`config.mk`:
```
export PLATFORM = sky130hd
export DESIGN_NAME = posit_divider_8bit_seq_flat
export DESIGN_NICKNAME = d
export VERILOG_FILES = /design/src/rtl/posit_divider_8bit_seq_if.sv /design/src/rtl/posit_divider_8bit_seq.sv /design/src/flat_wrapper.sv
export SDC_FILE = /design/constraint.sdc
export NUM_CORES = 1
export LEC_CHECK = 0
export BUFFER_PORTS_ARGS = -buffer_cell sky130_fd_sc_hd__buf_2
export CAP_MARGIN = 40
export CORE_MARGIN = 1
export CORE_UTILIZATION = 57
export CTS_BUF_LIST = sky130_fd_sc_hd__clkbuf_4 sky130_fd_sc_hd__clkbuf_8 sky130_fd_sc_hd__clkbuf_16
export CTS_CLUSTER_DIAMETER = 30
export CTS_CLUSTER_SIZE = 8
export DETAILED_ROUTE_END_ITERATION = 8
export PLACE_DENSITY = 0.77
export SLEW_MARGIN = 40
export SYNTH_ARGS = -nofsm -noshare
export SYNTH_HDL_FRONTEND = slang
export SYNTH_SLANG_ARGS = --single-unit
```
`constraint.sdc`:
```
create_clock -name clk -period 2.8 [get_ports clk]
set_input_delay 0.28 -clock clk [delete_from_list [all_inputs] [get_ports clk]]
set_output_delay 0.28 -clock clk [all_outputs]
set_load 0.05 [all_outputs]
```
`src/rtl/posit_divider_8bit_seq_if.sv`:
```
// Handshake bundle for the 8-bit posit (es=0) sequential divider.
// The master side presents operands and consumes the quotient; the slave side is the divider.
interface posit_divider_8bit_seq_if;
    logic       in_valid;
    logic       in_ready;
    logic [7:0] dividend;
    logic [7:0] divisor;
    logic       out_valid;
    logic       out_ready;
    logic [7:0] quotient;

    modport master (
        output in_valid, dividend, divisor, out_ready,
        input  in_ready, out_valid, quotient
    );

    modport slave (
        input  in_valid, dividend, divisor, out_ready,
        output in_ready, out_valid, quotient
    );
endinterface

```
`src/rtl/posit_divider_8bit_seq.sv`:
```
// Sequential 8-bit posit (es=0) divider: restoring fraction division, round to nearest even.
// Fixed 10-edge latency from acceptance to out_valid, specials included.
//
// state  | meaning
// IDLE   | in_ready=1, waiting for an operand pair
// DIVIDE | one restoring quotient bit per cycle, counter 0..7
// ROUND  | cnt=0: form truncated code, guard, sticky; cnt=1: round and publish
// DONE   | out_valid=1, quotient held until out_ready
module posit_divider_8bit_seq (
    input  logic                      clk,
    input  logic                      rst_n,
    posit_divider_8bit_seq_if.slave   bus
);
    typedef enum logic [1:0] {IDLE, DIVIDE, ROUND, DONE} state_t;

    state_t             r_state;
    logic [2:0]         r_cnt;
    logic [6:0]         r_rem;
    logic [5:0]         r_div;
    logic [7:0]         r_q;
    logic signed [5:0]  r_exp;
    logic               r_sign;
    logic               r_nar;
    logic               r_zero;
    logic [6:0]         r_trunc;
    logic               r_guard;
    logic               r_sticky;
    logic               r_in_ready;
    logic               r_out_valid;
    logic [7:0]         r_quot;

    // Length of the leading run of identical bits (the regime), at least 1.
    function automatic logic [3:0] f_run(input logic [6:0] body);
        logic [3:0] n;
        logic       stop;
        n    = 4'd0;
        stop = 1'b0;
        for (int i = 6; i >= 0; i--) begin
            if (!stop && (body[i] == body[6])) n = n + 4'd1;
            else stop = 1'b1;
        end
        return n;
    endfunction

    // Operand decode: magnitude body, regime run, scale, hidden bit + 5-bit fraction.
    logic [6:0]        w_body_a, w_body_b;
    logic [3:0]        w_run_a, w_run_b;
    logic signed [5:0] w_exp_a, w_exp_b, w_exp_q;
    logic [5:0]        w_mant_a, w_mant_b;
    logic              w_nar, w_zero;

    assign w_body_a = bus.dividend[7] ? (~bus.dividend[6:0] + 7'd1) : bus.dividend[6:0];
    assign w_body_b = bus.divisor[7]  ? (~bus.divisor[6:0]  + 7'd1) : bus.divisor[6:0];
    assign w_run_a  = f_run(w_body_a);
    assign w_run_b  = f_run(w_body_b);
    assign w_exp_a  = w_body_a[6] ? (6'(w_run_a) - 6'd1) : (6'd0 - 6'(w_run_a));
    assign w_exp_b  = w_body_b[6] ? (6'(w_run_b) - 6'd1) : (6'd0 - 6'(w_run_b));
    // Fraction bits sit below the regime and its terminator; left-align them to 5 bits.
    assign w_mant_a = {1'b1, 5'(w_body_a << (w_run_a - 4'd1))};
    assign w_mant_b = {1'b1, 5'(w_body_b << (w_run_b - 4'd1))};
    // A smaller dividend fraction gives a quotient below 1.0, so one extra normalising step down.
    assign w_exp_q  = w_exp_a - w_exp_b - 6'(w_mant_a < w_mant_b);
    assign w_nar    = (bus.dividend == 8'h80) || (bus.divisor == 8'h80) || (bus.divisor == 8'h00);
    assign w_zero   = (bus.dividend == 8'h00);

    // Restoring division step.
    logic       w_ge;
    logic [6:0] w_rem_sub;
    assign w_ge      = (r_rem >= {1'b0, r_div});
    assign w_rem_sub = w_ge ? (r_rem - {1'b0, r_div}) : r_rem;

    // Encode: place regime then fraction, cut at 7 bits, derive guard and sticky, saturate out of range.
    logic [6:0]  w_frac7;
    logic [22:0] w_regime, w_seq;
    logic [3:0]  w_rlen;
    logic [6:0]  w_trunc;
    logic        w_guard, w_sticky;
    always_comb begin
        w_frac7 = r_q[7] ? r_q[6:0] : {r_q[5:0], 1'b0};
        if (r_exp >= 6'sd0) begin
            w_regime = ~(23'h7FFFFF >> (r_exp[3:0] + 4'd1));
            w_rlen   = r_exp[3:0] + 4'd2;
        end else begin
            w_regime = 23'h400000 >> 4'(-r_exp);
            w_rlen   = 4'(-r_exp) + 4'd1;
        end
        w_seq    = w_regime | ({w_frac7, 16'b0} >> w_rlen);
        w_trunc  = w_seq[22:16];
        w_guard  = w_seq[15];
        w_sticky = (|w_seq[14:0]) | (|r_rem);
        if (r_exp > 6'sd6) begin
            w_trunc  = 7'h7F;
            w_guard  = 1'b0;
            w_sticky = 1'b0;
        end else if (r_exp < -6'sd6) begin
            w_trunc  = 7'h01;
            w_guard  = 1'b0;
            w_sticky = 1'b0;
        end
    end

    // Round to nearest even; the truncated code is never 0 and e=6 has guard 0, so no wrap.
    logic       w_round_up;
    logic [6:0] w_mag;
    logic [7:0] w_quot;
    assign w_round_up = r_guard & (r_sticky | r_trunc[0]);
    assign w_mag      = r_trunc + 7'(w_round_up);
    assign w_quot     = r_nar  ? 8'h80 :
                        r_zero ? 8'h00 :
                        r_sign ? (8'd0 - {1'b0, w_mag}) : {1'b0, w_mag};

    assign bus.in_ready  = r_in_ready;
    assign bus.out_valid = r_out_valid;
    assign bus.quotient  = r_quot;

    // Control FSM with registered handshake outputs and datapath registers.
    always_ff @(posedge clk or negedge rst_n) begin
        if (!rst_n) begin
            r_state     <= IDLE;
            r_cnt       <= 3'd0;
            r_rem       <= 7'd0;
            r_div       <= 6'd0;
            r_q         <= 8'd0;
            r_exp       <= 6'sd0;
            r_sign      <= 1'b0;
            r_nar       <= 1'b0;
            r_zero      <= 1'b0;
            r_trunc     <= 7'd0;
            r_guard     <= 1'b0;
            r_sticky    <= 1'b0;
            r_in_ready  <= 1'b1;
            r_out_valid <= 1'b0;
            r_quot      <= 8'h00;
        end else begin
            case (r_state)
                IDLE: begin
                    if (bus.in_valid) begin
                        r_rem      <= {1'b0, w_mant_a};
                        r_div      <= w_mant_b;
                        r_exp      <= w_exp_q;
                        r_sign     <= bus.dividend[7] ^ bus.divisor[7];
                        r_nar      <= w_nar;
                        r_zero     <= w_zero;
                        r_q        <= 8'd0;
                        r_cnt      <= 3'd0;
                        r_in_ready <= 1'b0;
                        r_state    <= DIVIDE;
                    end
                end
                DIVIDE: begin
                    r_rem <= w_rem_sub << 1;
                    r_q   <= {r_q[6:0], w_ge};
                    r_cnt <= r_cnt + 3'd1;
                    if (r_cnt == 3'd7) r_state <= ROUND;
                end
                ROUND: begin
                    if (r_cnt == 3'd0) begin
                        r_trunc  <= w_trunc;
                        r_guard  <= w_guard;
                        r_sticky <= w_sticky;
                        r_cnt    <= 3'd1;
                    end else begin
                        r_quot      <= w_quot;
                        r_out_valid <= 1'b1;
                        r_cnt       <= 3'd0;
                        r_state     <= DONE;
                    end
                end
                DONE: begin
                    if (bus.out_ready) begin
                        r_out_valid <= 1'b0;
                        r_in_ready  <= 1'b1;
                        r_state     <= IDLE;
                    end
                end
                default: r_state <= IDLE;
            endcase
        end
    end
endmodule

```
`src/flat_wrapper.sv`:
```
// flat-port wrapper written by rule: the top's interface ports become plain ports
module posit_divider_8bit_seq_flat 
  (clk, rst_n, bus_in_valid, bus_dividend, bus_divisor, bus_out_ready, bus_in_ready, bus_out_valid, bus_quotient);
  posit_divider_8bit_seq_if bus_i ();
  input  logic clk;
  input  logic rst_n;
  input wire logic [$bits(bus_i.in_valid)-1:0] bus_in_valid;
  input wire logic [$bits(bus_i.dividend)-1:0] bus_dividend;
  input wire logic [$bits(bus_i.divisor)-1:0] bus_divisor;
  input wire logic [$bits(bus_i.out_ready)-1:0] bus_out_ready;
  output wire logic [$bits(bus_i.in_ready)-1:0] bus_in_ready;
  output wire logic [$bits(bus_i.out_valid)-1:0] bus_out_valid;
  output wire logic [$bits(bus_i.quotient)-1:0] bus_quotient;
  assign bus_i.in_valid = bus_in_valid;
  assign bus_i.dividend = bus_dividend;
  assign bus_i.divisor = bus_divisor;
  assign bus_i.out_ready = bus_out_ready;
  assign bus_in_ready = bus_i.in_ready;
  assign bus_out_valid = bus_i.out_valid;
  assign bus_quotient = bus_i.quotient;
  posit_divider_8bit_seq u_core (.clk(clk), .rst_n(rst_n), .bus(bus_i));
endmodule
```
After elaboration in Yosys (flattened, before gate mapping)
Index checks and enable logic that the tools add are counted.
{ "word_totals": {"word_cells": 179, "output_inout_bits": 10, "register_bits": 54} }
{ "classes": {"eq_ne": 22, "n_shift": 5, "n_mux": 57, "reduce_logical": 38, "n_bitwise": 9, "add_sub_neg": 28, "order_cmp": 5} }
{ "op_table": {"columns": ["cell", "n"], "rows": [
  ["4-bit by 1-bit adder with 4-bit output (second input constant)", 12],
  ["23-bit by 4-bit right shift with 23-bit output (first input constant)", 2],
  ["4-bit two-way mux", 11],
  ["7-bit two-way mux", 6],
  ["8-bit two-way mux", 4],
  ["23-bit two-way mux", 1],
  ["23-bit inverter", 1],
  ["23-bit bitwise OR", 1],
  ["23-bit by 4-bit right shift with 23-bit output", 1],
  ["1-bit two-way mux", 19],
  ["6-bit two-way mux", 3],
  ["8-bit equality test (second input constant)", 2],
  ["8-bit logical NOT", 2],
  ["8-bit one-hot mux with 2 select lines", 1],
  ["15-bit OR reduction", 1],
  ["7-bit by 1-bit adder with 7-bit output (second input constant)", 2],
  ["7-bit inverter", 2],
  ["7-bit one-hot mux with 2 select lines", 1],
  ["7-bit by 4-bit left shift with 5-bit output", 2],
  ["1-bit equality test", 12],
  ["2-bit two-way mux", 6],
  ["6-bit subtractor", 2],
  ["1-bit logical AND", 10],
  ["2-bit AND reduction", 5],
  ["other kinds (36)", 55]
]} }

Longest topological paths before layout
{ "depth": {"word_depth": 22, "ltp_mapped": 29, "mapped_depth_nobuf": 28} }

Worst setup path before layout
Ideal clock, no wire load.
{ "synth_timing": {"kind": "in2reg", "startpoint": "input bus_divisor[0]", "endpoint": "register u_core.r_exp[5]", "setup_time_ps": 135, "path_stages": 25, "setup_slack_ps": -3059, "t_arrival_ps": 5724, "required_time_ps": 2665, "path_cell_list": "inv_1 ha_1 or3b_4 o32a_1 a22oi_1 a21oi_1 o311ai_0 o21ai_0 ha_1 clkbuf_1 mux4_2 or2_4 ha_1 a2111o_1 a21oi_1 a211o_1 fa_1 inv_1 ha_1 nand2b_1 a21o_1 a31o_2 a21oi_1 xnor2_1 o21ai_0"} }
{ "synth_via": {"elab_chain_cells": 22, "elab_cells_between_ends": 42, "classes_between": "add/sub: 11; order compare: 1; eq/ne: 6; shift: 1; mux: 13; bitwise: 1; reduce/logical: 9"} }
{ "synth_lines": {"columns": ["item", "line_no", "source"], "rows": [
  ["start, declared", "flat_wrapper.sv:9", "input wire logic [$bits(bus_i.divisor)-1:0] bus_divisor;"],
  ["7-bit inverter", "posit_divider_8bit_seq.sv:53", "assign w_body_b = bus.divisor[7] ? (~bus.divisor[6:0] + 7'd1) : bus.divisor[6:0];"],
  ["7-bit by 1-bit adder with 7-bit output", "posit_divider_8bit_seq.sv:53", null],
  ["7-bit two-way mux *", "posit_divider_8bit_seq.sv:53", null],
  ["branches (longest 18 deep; another with 4-bit by 1-bit adder with 4-bit output)", null, null],
  ["6-bit by 1-bit subtractor with 6-bit output *", "posit_divider_8bit_seq.sv:62", "assign w_exp_q = w_exp_a - w_exp_b - 6'(w_mant_a < w_mant_b);"],
  ["end signal, assigned", "posit_divider_8bit_seq.sv:140", "r_exp <= w_exp_q;"],
  ["end, declared", "posit_divider_8bit_seq.sv:21", "logic signed [5:0] r_exp;"]
]} }
Every way passes the cells marked *.
A chain may end at the register's enable or synchronous reset.

Final worst setup path
Ends and elaborated chain as after synthesis.

==> impl_metrics.csv <==
group,metric,value,unit
global_route,met3_usage,2.75,%
yosys,synth_nets,689,
sta,post-route-period-util,185,%
yosys,seq_area_frac_synth,26.3,%
die,initial_utilization,59.0,%
yosys,ys_types,77,
route,via_per_inst,5.99,
global_route,grt_first_pass_wirelength,22500,um
route,wl,14900,um
cts,clkSlewWorstSetupHoldPaths,0.11,ns
yosys,synth_seq_cells,54,
sta,worstMarginPinSlew,0.691,ns
global_route,busiest_layer,"met2",
yosys,syn_area,5150,um^2
placement,pre_cts_ws,-2.62,ns
yosys,ys_top_cells_by_area,"dfrtp_1 (26%), ha_1 (10%), nand2_1 (5.8%)",
cts,clk-insertion-delay-late,0.31,ns
power_and_ir_drop,finalPower,7.23,mW
global_route,antenna_found_initial,0,
cts,root_buffer,"clkbuf_8",
route,post-route-drc-count,0,
min_path,hold_class,"input pin to register",
die,die-area,9420,um^2
setup_path,r2r_slack,0.14,ns
route,first_pass_iters,5,
die,pin_count,30,
global_route,grt_usage,28.5,%
finish,area_growth_syn_to_layout,33.0,%
route,drtIter0Drc,304,
sta,maxSlewHeadroom,53.7,%
yosys,avgSynthCellArea,8.28,um^2
finish,drive_above_1_share,31.7,%
cts,h-tree-depth,2,
die,die-width,97.0,um
yosys,netlist_top_cells_count,"nand2_1 (79), o21ai_0 (56), dfrtp_1 (53), inv_1 (48), ha_1 (43)",
yosys,synth_cells,622,
run_status,violations,"setup timing",
placement,dpl-instance-area,6180,um^2
finish,finalNetCount,829,
die,die_height,97.0,um
yosys,synth_edf_count,0,
setup_path,endpoint_kind,"register",
placement,io_buffers,29,
min_path,hold_start,"bus_out_ready",
flow_run,maxCapViolations,0,
setup_path,criticalPathCategory,"input pin to register",
setup_path,critPathLaunchType,"input pin",
global_route,grt_overflow,0,
cts,tritoncts,"built",
yosys,synth.top_cell.area_share,25.8,%
global_route,use_met2,54.1,%
sta,clock_skew,0.00979,ns
sta,setup_slack,-2.38,ns
placement,dp.cells,836,
setup_path,worstReg2RegEnd,"u_core.r_rem[4]",
power_and_ir_drop,max-vdd-ir-drop,0.486,mV
die,core,8720,um^2
yosys,synthFlopType,"dfrtp_1",
die,rows,34,
power_and_ir_drop,power.static_leakage,3.18,nW
placement,finalWeightedCongestion,0.912,
global_route,grt_max_degree,27,
yosys,netlist.top_cell.by_area,"dfrtp_1",
route,antenna_left,0,
min_path,hold_end,"u_core.bus.in_ready",
sta,max_freq,193,MHz
route,wl_per_cell,17.1,um
sta,rsz0062_at_grt,"yes",
cts,cts.sinks,54,
yosys,synth_warnings,0,
min_path,whs_path_depth,3,
setup_path,r2r-start,"u_core.r_div[1]",
sta,drv_slew,0,
cts,cts.path.max_buffers,2,
sta,setup_violations,11,
finish,instances_no_fill,871,
sta,fin_crit,5.18,ns
setup_path,crit_fanout,4,
global_route,grt_use_met1,34.2,%
yosys,yosysMostFrequentCell,"nand2_1",
cts,cts_buffers,5,
finish,diodes,0,
sta,final-hold-violation-count,0,
global_route,grt_pass1_vias,5026,
yosys,async_reset_ff_share,100,%
route,vias,5221,
placement,hpwlAfterDp,10100,um
setup_path,critPathRequiredTime,3.00,ns
setup_path,worstRegToRegCells,10,
finish,final_util,78.6,%
power_and_ir_drop,powerDensity,1060,nW/um^2
finish,final_area,6850,um^2
run_status,status,"complete, but fails checks",
setup_path,cp.arrival,5.38,ns
-- layout make-up --
cell class / instances / area (um^2)
multi-input combinational: 497 / 3870
fill: 578 / 1870
sequential: 54 / 1350
timing repair buffer: 155 / 1190
inverter: 49 / 190
tap: 108 / 135
clock buffer: 5 / 68.8
clock inverter: 3 / 47.5
-- what timing repair did --
item / CTS / global route
endpoints found under the setup margin: 12 / 16
pin swaps: 21 / 31
hold buffers: 1 / 0
cloned: 0 / 0
resized for setup: 24 / 45
endpoints found under the hold margin: 20 / 0
setup buffers: 12 / 15
-- metrics by stage --
step | hold WS, ns | TNS (ns)
3_3_place_gp | 0.255 | -16.99
6_report | 0.291 | -14.68
3_5_place_dp | 0.270 | -18.97
5_1_grt | 0.299 | -16.67
4_1_cts | 0.271 | -12.58
2_1_floorplan | -0.0156 | -14.25
-- sequential cells by signal (all words and copies together) (netlist names), 2 cells and up --
name,flops
u_core.bus.quotient,8
u_core.r_q,8
u_core.r_rem,7
u_core.r_trunc,7
u_core.r_div,6
u_core.r_exp,6
u_core.r_cnt,3
u_core.r_state,2
-- worst max-delay path, cell delays in order --
cell,delay [ns]
buf_6,0.10
clkinvlp_4,0.08
ha_4,0.12
or3b_4,0.41
o32a_1,0.36
a22oi_2,0.33
a21oi_2,0.14
nand2_2,0.11
a21boi_2,0.19
o21ai_2,0.11
buf_4,0.16
ha_4,0.19
buf_12,0.14
xnor2_4,0.12
or2_4,0.28
ha_4,0.24
a2111o_1,0.39
a21oi_2,0.12
a211o_1,0.19
fa_2,0.23
inv_2,0.07
ha_4,0.15
nand2b_4,0.13
a21o_1,0.15
a31o_2,0.22
a21oi_2,0.15
xnor2_1,0.14
o21ai_1,0.08
-- per-layer routing --
layer | vias to the layer above | routed length [um]
met2 | 185 | 8090
met1 | 2507 | 5860
met4 | 0 | 342
met3 | 31 | 601
li1 | 2498 | -
met5 | - | 0
-- placed cells by master (no fill, tap or decap), types with 6 or more instances in the layout --
cell type	instances
o31ai_1	7
nand2_1	77
a22o_1	12
a21oi_1	34
ha_4	6
buf_4	110
a22oi_1	6
a31oi_1	6
nor3_1	10
nand3_1	17
nor2_1	31
nor2b_1	9
nand2b_1	11
buf_2	26
xor2_1	14
ha_1	35
and3_1	6
dfrtp_1	52
buf_6	16
o21ai_1	8
o21ai_0	48
mux2i_1	12
xnor2_1	20
inv_1	44
-- kinds of logic (layout without fill, tap and decap cells) --
group	Yosys count	in the layout	share of synthesized area, %
buffers and inverters	71	212	5.30
AO/OA/AOI/OAI	188	188	24.9
adder cells (fa/ha/maj)	47	47	12.0
flip-flops	54	54	26.3
XOR/XNOR	41	41	7.78
multiplexers	21	21	4.74
AND/OR/NAND/NOR	200	200	19.1
-- how the worst max path moves through the flow --
stage	from	to	slack (ns)	cells after the start
6_report	bus_divisor[0]	u_core.r_exp[5]	-2.38	28
5_1_grt	bus_divisor[1]	u_core.r_exp[5]	-2.60	28
4_1_cts	bus_divisor[0]	u_core.r_exp[5]	-2.16	25
3_5_place_dp	bus_divisor[0]	u_core.r_exp[5]	-2.62	25
3_3_place_gp	bus_divisor[0]	u_core.r_exp[5]	-2.47	25
2_1_floorplan	bus_divisor[0]	u_core.r_exp[5]	-2.39	25
-- where the power goes --
part           total (mW)  switching [mW]  internal [mW]
logic                5.22            2.92           2.30
clock network       0.547           0.275          0.272
registers            1.46           0.353           1.11
Note: power is estimated with default switching activity, not from simulation.
